`src/rtl/frame_buf_pkg.sv`:
```
// Shared definitions for the sample frame buffer: geometry common to the
// writer and the read-side address counter, plus the capture state encoding.
package frame_buf_pkg;

   localparam int FRAME_DEPTH  = 601;
   localparam int FRAME_ADDR_W = 10;
   localparam int SAMPLE_W     = 12;
   localparam int DCNT_W       = 8;

   typedef enum logic [1:0] {
      IDLE    = 2'd0,
      ARMED   = 2'd1,
      CAPTURE = 2'd2,
      DONE    = 2'd3
   } cap_state_t;

   function automatic logic state_busy(input cap_state_t s);
      return (s == ARMED) || (s == CAPTURE);
   endfunction

endpackage

```
`src/rtl/frame_capture_writer_decim.sv`:
```
// Valid-sample decimation counter: counts valid samples modulo DECIM and
// flags the samples that are kept (count of zero).
module frame_capture_writer_decim
   import frame_buf_pkg::*;
#(
   parameter int DECIM = 1
) (
   input  logic clk,
   input  logic rst_n,
   input  logic load,
   input  logic load_valid,
   input  logic step,
   output logic keep
);

   localparam logic [DCNT_W-1:0] DCNT_LAST = DCNT_W'(DECIM - 1);

   logic [DCNT_W-1:0] dcnt_r;
   logic [DCNT_W-1:0] dcnt_nxt_s;

   // The trig-cycle sample (load_valid) is counted as the first kept one.
   always_comb begin
      dcnt_nxt_s = dcnt_r;
      if (load) begin
         if (load_valid && (DCNT_LAST != {DCNT_W{1'b0}})) begin
            dcnt_nxt_s = {{(DCNT_W-1){1'b0}}, 1'b1};
         end else begin
            dcnt_nxt_s = {DCNT_W{1'b0}};
         end
      end else if (step) begin
         if (dcnt_r == DCNT_LAST) begin
            dcnt_nxt_s = {DCNT_W{1'b0}};
         end else begin
            dcnt_nxt_s = dcnt_r + {{(DCNT_W-1){1'b0}}, 1'b1};
         end
      end else begin
         dcnt_nxt_s = dcnt_r;
      end
   end

   // Counter register.
   always_ff @(posedge clk or negedge rst_n) begin
      if (!rst_n) begin
         dcnt_r <= {DCNT_W{1'b0}};
      end else begin
         dcnt_r <= dcnt_nxt_s;
      end
   end

   assign keep = (dcnt_r == {DCNT_W{1'b0}});

endmodule

```
`src/rtl/frame_capture_writer.sv`:
```
// Write side of the sample frame buffer: arm/trigger-gated capture of one
// frame of decimated samples into RAM, released through frame_ready/frame_ack.
module frame_capture_writer
   import frame_buf_pkg::*;
#(
   parameter int DATA_W     = SAMPLE_W,
   parameter int DEPTH      = FRAME_DEPTH,
   parameter int ADDR_W     = FRAME_ADDR_W,
   parameter int DECIM      = 1,
   parameter bit AUTO_REARM = 1'b0
) (
   input  logic              clk,
   input  logic              rst_n,
   input  logic              arm,
   input  logic              abort,
   input  logic              trig,
   input  logic              s_valid,
   input  logic [DATA_W-1:0] s_data,
   output logic              wr_en,
   output logic [ADDR_W-1:0] wr_addr,
   output logic [DATA_W-1:0] wr_data,
   output logic              frame_ready,
   input  logic              frame_ack,
   output logic              busy,
   output logic              overrun
);

   localparam logic [ADDR_W-1:0] ACNT_LAST = ADDR_W'(DEPTH - 1);
   localparam logic [ADDR_W-1:0] ACNT_ONE  = ADDR_W'(1);

   cap_state_t        state_r;
   cap_state_t        state_nxt_s;
   logic [ADDR_W-1:0] acnt_r;
   logic [ADDR_W-1:0] acnt_nxt_s;
   logic [ADDR_W-1:0] acnt_cur_s;
   logic              start_s;
   logic              keep_s;
   logic              accept_s;
   logic              last_s;

   logic              wr_en_r;
   logic [ADDR_W-1:0] wr_addr_r;
   logic [DATA_W-1:0] wr_data_r;
   logic              frame_ready_r;
   logic              busy_r;
   logic              overrun_r;

   logic              wr_en_nxt_s;
   logic [ADDR_W-1:0] wr_addr_nxt_s;
   logic [DATA_W-1:0] wr_data_nxt_s;
   logic              frame_ready_nxt_s;
   logic              busy_nxt_s;
   logic              overrun_nxt_s;

   frame_capture_writer_decim #(
      .DECIM (DECIM)
   ) u_decim (
      .clk        (clk),
      .rst_n      (rst_n),
      .load       (start_s),
      .load_valid (s_valid),
      .step       ((state_r == CAPTURE) && s_valid),
      .keep       (keep_s)
   );

   // Acceptance: the trig cycle behaves as CAPTURE with both counters at zero,
   // since acnt may still hold a stale value from an aborted frame.
   always_comb begin
      start_s    = (state_r == ARMED) && trig && !abort;
      acnt_cur_s = (state_r == ARMED) ? {ADDR_W{1'b0}} : acnt_r;
      if (abort) begin
         accept_s = 1'b0;
      end else if (state_r == ARMED) begin
         accept_s = trig && s_valid;
      end else if (state_r == CAPTURE) begin
         accept_s = s_valid && keep_s;
      end else begin
         accept_s = 1'b0;
      end
      last_s = accept_s && (acnt_cur_s == ACNT_LAST);
   end

   // State register.
   always_ff @(posedge clk or negedge rst_n) begin
      if (!rst_n) begin
         state_r <= IDLE;
      end else begin
         state_r <= state_nxt_s;
      end
   end

   // Next-state logic; abort overrides every other request.
   always_comb begin
      state_nxt_s = state_r;
      if (abort) begin
         state_nxt_s = IDLE;
      end else begin
         case (state_r)
            IDLE: begin
               if (arm) begin
                  state_nxt_s = ARMED;
               end else begin
                  state_nxt_s = IDLE;
               end
            end
            ARMED: begin
               if (trig) begin
                  state_nxt_s = last_s ? DONE : CAPTURE;
               end else begin
                  state_nxt_s = ARMED;
               end
            end
            CAPTURE: begin
               if (last_s) begin
                  state_nxt_s = DONE;
               end else begin
                  state_nxt_s = CAPTURE;
               end
            end
            DONE: begin
               if (frame_ack) begin
                  state_nxt_s = AUTO_REARM ? ARMED : IDLE;
               end else begin
                  state_nxt_s = DONE;
               end
            end
            default: state_nxt_s = IDLE;
         endcase
      end
   end

   // Output and counter next values.
   always_comb begin
      acnt_nxt_s = acnt_r;
      if (start_s) begin
         acnt_nxt_s = (accept_s && !last_s) ? ACNT_ONE : {ADDR_W{1'b0}};
      end else if (accept_s && !last_s) begin
         acnt_nxt_s = acnt_r + ACNT_ONE;
      end else begin
         acnt_nxt_s = acnt_r;
      end

      wr_en_nxt_s   = accept_s;
      wr_addr_nxt_s = accept_s ? acnt_cur_s : wr_addr_r;
      wr_data_nxt_s = accept_s ? s_data : wr_data_r;

      frame_ready_nxt_s = (state_r == DONE) && (state_nxt_s == DONE);
      busy_nxt_s        = state_busy(state_nxt_s);

      if ((state_r == IDLE) && (state_nxt_s == ARMED)) begin
         overrun_nxt_s = 1'b0;
      end else if ((state_r == DONE) && s_valid) begin
         overrun_nxt_s = 1'b1;
      end else begin
         overrun_nxt_s = overrun_r;
      end
   end

   // Registered outputs and address counter.
   always_ff @(posedge clk or negedge rst_n) begin
      if (!rst_n) begin
         acnt_r        <= {ADDR_W{1'b0}};
         wr_en_r       <= 1'b0;
         wr_addr_r     <= {ADDR_W{1'b0}};
         wr_data_r     <= {DATA_W{1'b0}};
         frame_ready_r <= 1'b0;
         busy_r        <= 1'b0;
         overrun_r     <= 1'b0;
      end else begin
         acnt_r        <= acnt_nxt_s;
         wr_en_r       <= wr_en_nxt_s;
         wr_addr_r     <= wr_addr_nxt_s;
         wr_data_r     <= wr_data_nxt_s;
         frame_ready_r <= frame_ready_nxt_s;
         busy_r        <= busy_nxt_s;
         overrun_r     <= overrun_nxt_s;
      end
   end

   assign wr_en       = wr_en_r;
   assign wr_addr     = wr_addr_r;
   assign wr_data     = wr_data_r;
   assign frame_ready = frame_ready_r;
   assign busy        = busy_r;
   assign overrun     = overrun_r;

endmodule

```
`config.mk`:
```
export PLATFORM = sky130hd
export DESIGN_NAME = frame_capture_writer
export DESIGN_NICKNAME = d
export VERILOG_FILES = /design/src/rtl/frame_buf_pkg.sv /design/src/rtl/frame_capture_writer_decim.sv /design/src/rtl/frame_capture_writer.sv
export SDC_FILE = /design/constraint.sdc
export NUM_CORES = 1
export LEC_CHECK = 0
export CORE_UTILIZATION = 32
export CTS_BUF_LIST = sky130_fd_sc_hd__clkbuf_8
export CTS_CLUSTER_SIZE = 20
export DETAILED_ROUTE_END_ITERATION = 8
export DONT_BUFFER_PORTS = 1
export GPL_TIMING_DRIVEN = 0
export PLACE_DENSITY = 0.53
export SLEW_MARGIN = 20
export SYNTH_ARGS = -nofsm -noshare
export SYNTH_HDL_FRONTEND = slang
export SYNTH_SLANG_ARGS = --single-unit
export TNS_END_PERCENT = 30
```
`constraint.sdc`:
```
create_clock -name clk -period 3.1 [get_ports clk]
set_input_delay 0.31 -clock clk [delete_from_list [all_inputs] [get_ports clk]]
set_output_delay 0.31 -clock clk [all_outputs]
set_load 0.1 [all_outputs]
```
==> impl_metrics.py <==
metrics = {
    "worst_setup_path": {
        "worstSetupEndpointType": "flip-flop",
        "cp_slowest_stage_delay_ps": 400,
        "critPathRequiredTime_ps": 3290,
        "crit_arrival_ps": 2790,
        "timing.critical_path.mode_cell": "sky130_fd_sc_hd__ha_1",
        "timing.setup.critical_path_class": "flip-flop to flip-flop",
        "startpoint_type": "flip-flop",
        "path_max_fanout": 10,
        "cpMaxStageDelayCell": "sky130_fd_sc_hd__dfrtp_1",
        "worstPathCellList": "inv_1 -> ha_1 -> nor4b_4 -> a32oi_2 -> buf_6 -> nor4b_1 -> o31a_1 -> ha_1 -> nand2b_1 -> a21oi_1 -> nor2_1",
    },
    "cells_and_area": {
        "areaGrowthSynthToFinish_pct": 11.1,
        "antennaDiodeCount": 0,
        "count_of_fill_cells_added_during_filler_insertion": 667,
        "final_nets": 267,
        "post-route-util_pct": 37.6,
        "post_route_cells_drive_above_1_share_pct": 7.79,
    },
    "yosys": {
        "synth.mux.area_fraction_pct": 0.968,
        "synth-simple-area-share_pct": 24.2,
        "post_synthesis_compound_gate_area_fraction_pct": 14.6,
        "postSynthCellCount": 234,
        "syn_avg_cell_area_sq_um": 9.39,
        "synth.largest_area_cell": "sky130_fd_sc_hd__dfrtp_1",
        "synthTopCellsByArea": "sky130_fd_sc_hd__dfrtp_1 52%, sky130_fd_sc_hd__nand2_1 12%, sky130_fd_sc_hd__o21ai_0 4.8%",
        "asyncSetResetFlopFracSynth_pct": 100,
        "mappedNetlistArea_sq_um": 2200,
        "post-synth-top-count-cell": "sky130_fd_sc_hd__nand2_1",
        "synth_cell_types": 42,
        "synthesis.yosys.warnings": 0,
        "seq_area_frac_synth_pct": 52.4,
        "ys_seq_elements": 46,
        "synth.cells.most_frequent": "69 x sky130_fd_sc_hd__nand2_1, 46 x sky130_fd_sc_hd__dfrtp_1, 21 x sky130_fd_sc_hd__o21ai_0",
        "yosys.area_share.adder_pct": 2.85,
        "synth_top_family_by_area": "simple AND/OR/NAND/NOR gates",
        "post_syn_nets": 258,
        "postSynth.topFlopCell": "sky130_fd_sc_hd__dfrtp_1",
        "synth_top_area_share_pct": 52.4,
        "synth-xor-area-share_pct": 0.797,
        "synth-edff-count": 0,
    },
    "clock_tree": {
        "clk_path_buf_depth": 2,
        "ctsHtreeMaxLevel": 2,
        "clockRootBuffer": "sky130_fd_sc_hd__clkbuf_8",
        "clock_sink_count": 46,
        "cts_made_buffers": 5,
        "clock_transition_at_the_registers_of_the_reported_paths_ps": 90,
        "cts.repair_timing.setup_buffer_count": 0,
        "clkLatencyLatePin_ps": 290,
        "cts_tree": "built",
        "number_of_gates_resized_after_cts": 0,
        "cts.hold.buffers_added": 2,
    },
    "outcome": {
        "violations": "design-rule violations",
        "outcome": "finished with violations",
    },
    "floorplan": {
        "dieArea_sq_um": 7200,
        "num_rows": 29,
        "fp.coreArea_sq_um": 6490,
        "chipHeight_um": 84.9,
        "die_x_um": 84.9,
        "start_util_pct": 33.8,
        "boundaryPins": 45,
    },
    "sta": {
        "fin_hold_viols": 0,
        "fmaxAchievable_mhz": 384,
        "rsz0062_at_grt": "false",
        "timing.slew.headroom_pct": 38.1,
        "skew_ps": 4.30,
        "final-max-slew-violation-count": 0,
        "setup-violations-final": 0,
        "timing.final.crit_period_ps": 2610,
        "setup_total_negative_slack_ps": 0,
        "slew_at_the_pin_closest_to_its_max_slew_limit_ps": 928,
        "layout_worst_path_cycle_share_pct": 84.1,
    },
    "power_and_ir_drop": {
        "leakage_power_figure_uw": 0.00110,
        "p_sw_share_pct": 50.3,
        "power.net_switching_uw": 1080,
        "power.internal_uw": 1070,
        "share_seq_of_total_power_pct": 65.6,
        "clock_power_share_pct": 20.6,
        "total_power_draw_uw": 2150,
        "worst_ir_drop_vdd_v": 0.000230,
        "total_power_density_per_cell_area_nw_per_um2": 881,
        "combPwrFrac_pct": 13.7,
    },
    "drt": {
        "avgRoutedWirePerCell_um": 14.5,
        "drt_iter0_markers": 86,
        "route.detailed.drc": 6,
        "viasPerCell": 5.21,
        "first_pass_iters": 6,
        "vias": 1673,
        "route.antenna.remaining_nets": 0,
        "wirelength_mm": 4.64,
    },
    "place": {
        "place_hpwl_mm": 3.12,
        "port_buffers": 0,
        "place_congestion": 0.756,
    },
    "global_route": {
        "gr-usage-all-layers_pct": 14.2,
        "wire_length_of_the_first_global_routing_pass_mm": 8.11,
        "grt_max_degree": 47,
        "grt.overflow.total": 0,
        "grt_antenna_before_repair": 0,
        "via_count_of_the_first_global_routing_pass": 1657,
    },
    "job": {
        "maxCapViolCount": 0,
    },
    "hold_path": {
        "hold_path_class": "primary input to flip-flop",
    },
}
[placed cells by master (no fill, tap or decap), types with 2 or more instances in the layout]
cell type                  count
sky130_fd_sc_hd__ha_1          5
sky130_fd_sc_hd__dfrtp_1      46
sky130_fd_sc_hd__buf_6         2
sky130_fd_sc_hd__a22o_1        2
sky130_fd_sc_hd__nand4_1       2
sky130_fd_sc_hd__nand2_1      69
sky130_fd_sc_hd__or3_1         3
sky130_fd_sc_hd__nand3_1       7
sky130_fd_sc_hd__nand2b_1      2
sky130_fd_sc_hd__buf_2         2
sky130_fd_sc_hd__a21oi_1      15
sky130_fd_sc_hd__and3_1        4
sky130_fd_sc_hd__clkbuf_1      6
sky130_fd_sc_hd__o21ai_0      21
sky130_fd_sc_hd__inv_1         9
sky130_fd_sc_hd__clkbuf_8      5
sky130_fd_sc_hd__xnor2_1       2
sky130_fd_sc_hd__or4_1         4
sky130_fd_sc_hd__a211oi_1      3
sky130_fd_sc_hd__nor2_1        5
sky130_fd_sc_hd__o31ai_1       4
[critical path: cells and delay by family, from the launching register on]
kind	cells	cell delay, ps
adder cells (fa/ha/maj)	2	330
AND/OR/NAND/NOR	4	870
buffers and inverters	2	280
flip-flops	1	400
AO/OA/AOI/OAI	3	610
[path summary, 6_finish.rpt]
path	from	end	slack (ps)	cells after the start
setup / recovery	u_decim.dcnt_r[0]	overrun	490	11
hold / removal	s_data[3]	wr_data[3]	120	2
setup reg to reg	u_decim.dcnt_r[0]	overrun	490	11
hold reg to reg	u_decim.dcnt_r[1]	u_decim.dcnt_r[1]	570	1
max in group asynchronous	rst_n	busy	2330	2
min in group asynchronous	rst_n	u_decim.dcnt_r[3]	560	2
[layer usage]
layer	wire (um)	vias up	global-route usage [%]	part of all wire, %
met1	2310	785	19.6	50
li1	-	831	-	-
met2	2020	49	21.6	43
met4	78	0	5.55	1.7
met3	237	8	3.40	5.1
met5	0	-	0	0
[layout make-up]
cell class                      count  area [sq um]  area share (%)
Inverter                            8          30.0            1.23
Tap cell                           77          96.3            3.95
Sequential cell                    46          1150            47.2
Clock inverter                      3          41.3            1.69
Multi-Input combinational cell    169           953            39.1
Clock buffer                        5          68.8            2.82
Buffer                             11          62.6            2.56
Timing Repair Buffer                2          37.5            1.54
[cells by family after synthesis]
| group | after synthesis |
|---|---|
| mux | 2 |
| xor+xnor | 2 |
| compound gates | 52 |
| buf+inv | 19 |
| simple gates | 108 |
| fa+ha+maj | 5 |
| flops | 46 |
[power by group through the flow]
| stage | combinational [uW] | sequential [uW] | clock (uW) |
|---|---|---|---|
| after global placement | 273 | 1420 | 0 |
| after CTS | 300 | 1410 | 462 |
| final | 295 | 1410 | 444 |
| after detailed placement | 281 | 1430 | 0 |
| after global routing | 346 | 1430 | 481 |
| after floorplan | 234 | 1400 | 0 |
[registers in the layout (all words and copies together) (netlist names)]
register        flops
wr_addr            10
u_decim.dcnt_r      8
busy                1
frame_ready         1
overrun             1
state_r             2
wr_data            12
wr_en               1
acnt_r             10
[through the flow]
| step | hold WS [ps] | cells | cell area (sq um) | worst slack (ps) |
|---|---|---|---|---|
| final | 121 | 321 | 2440 | 494 |
| after global routing | 128 | 321 | 2440 | 254 |
| after CTS | 110 | 321 | 2440 | 477 |
| after detailed placement | 16.1 | 311 | 2290 | 473 |
| after global placement | 16.1 | 311 | 2290 | 530 |
| after floorplan | 14.4 | 234 | 2200 | 886 |
No activity file was read; power rests on OpenSTA's default activity.
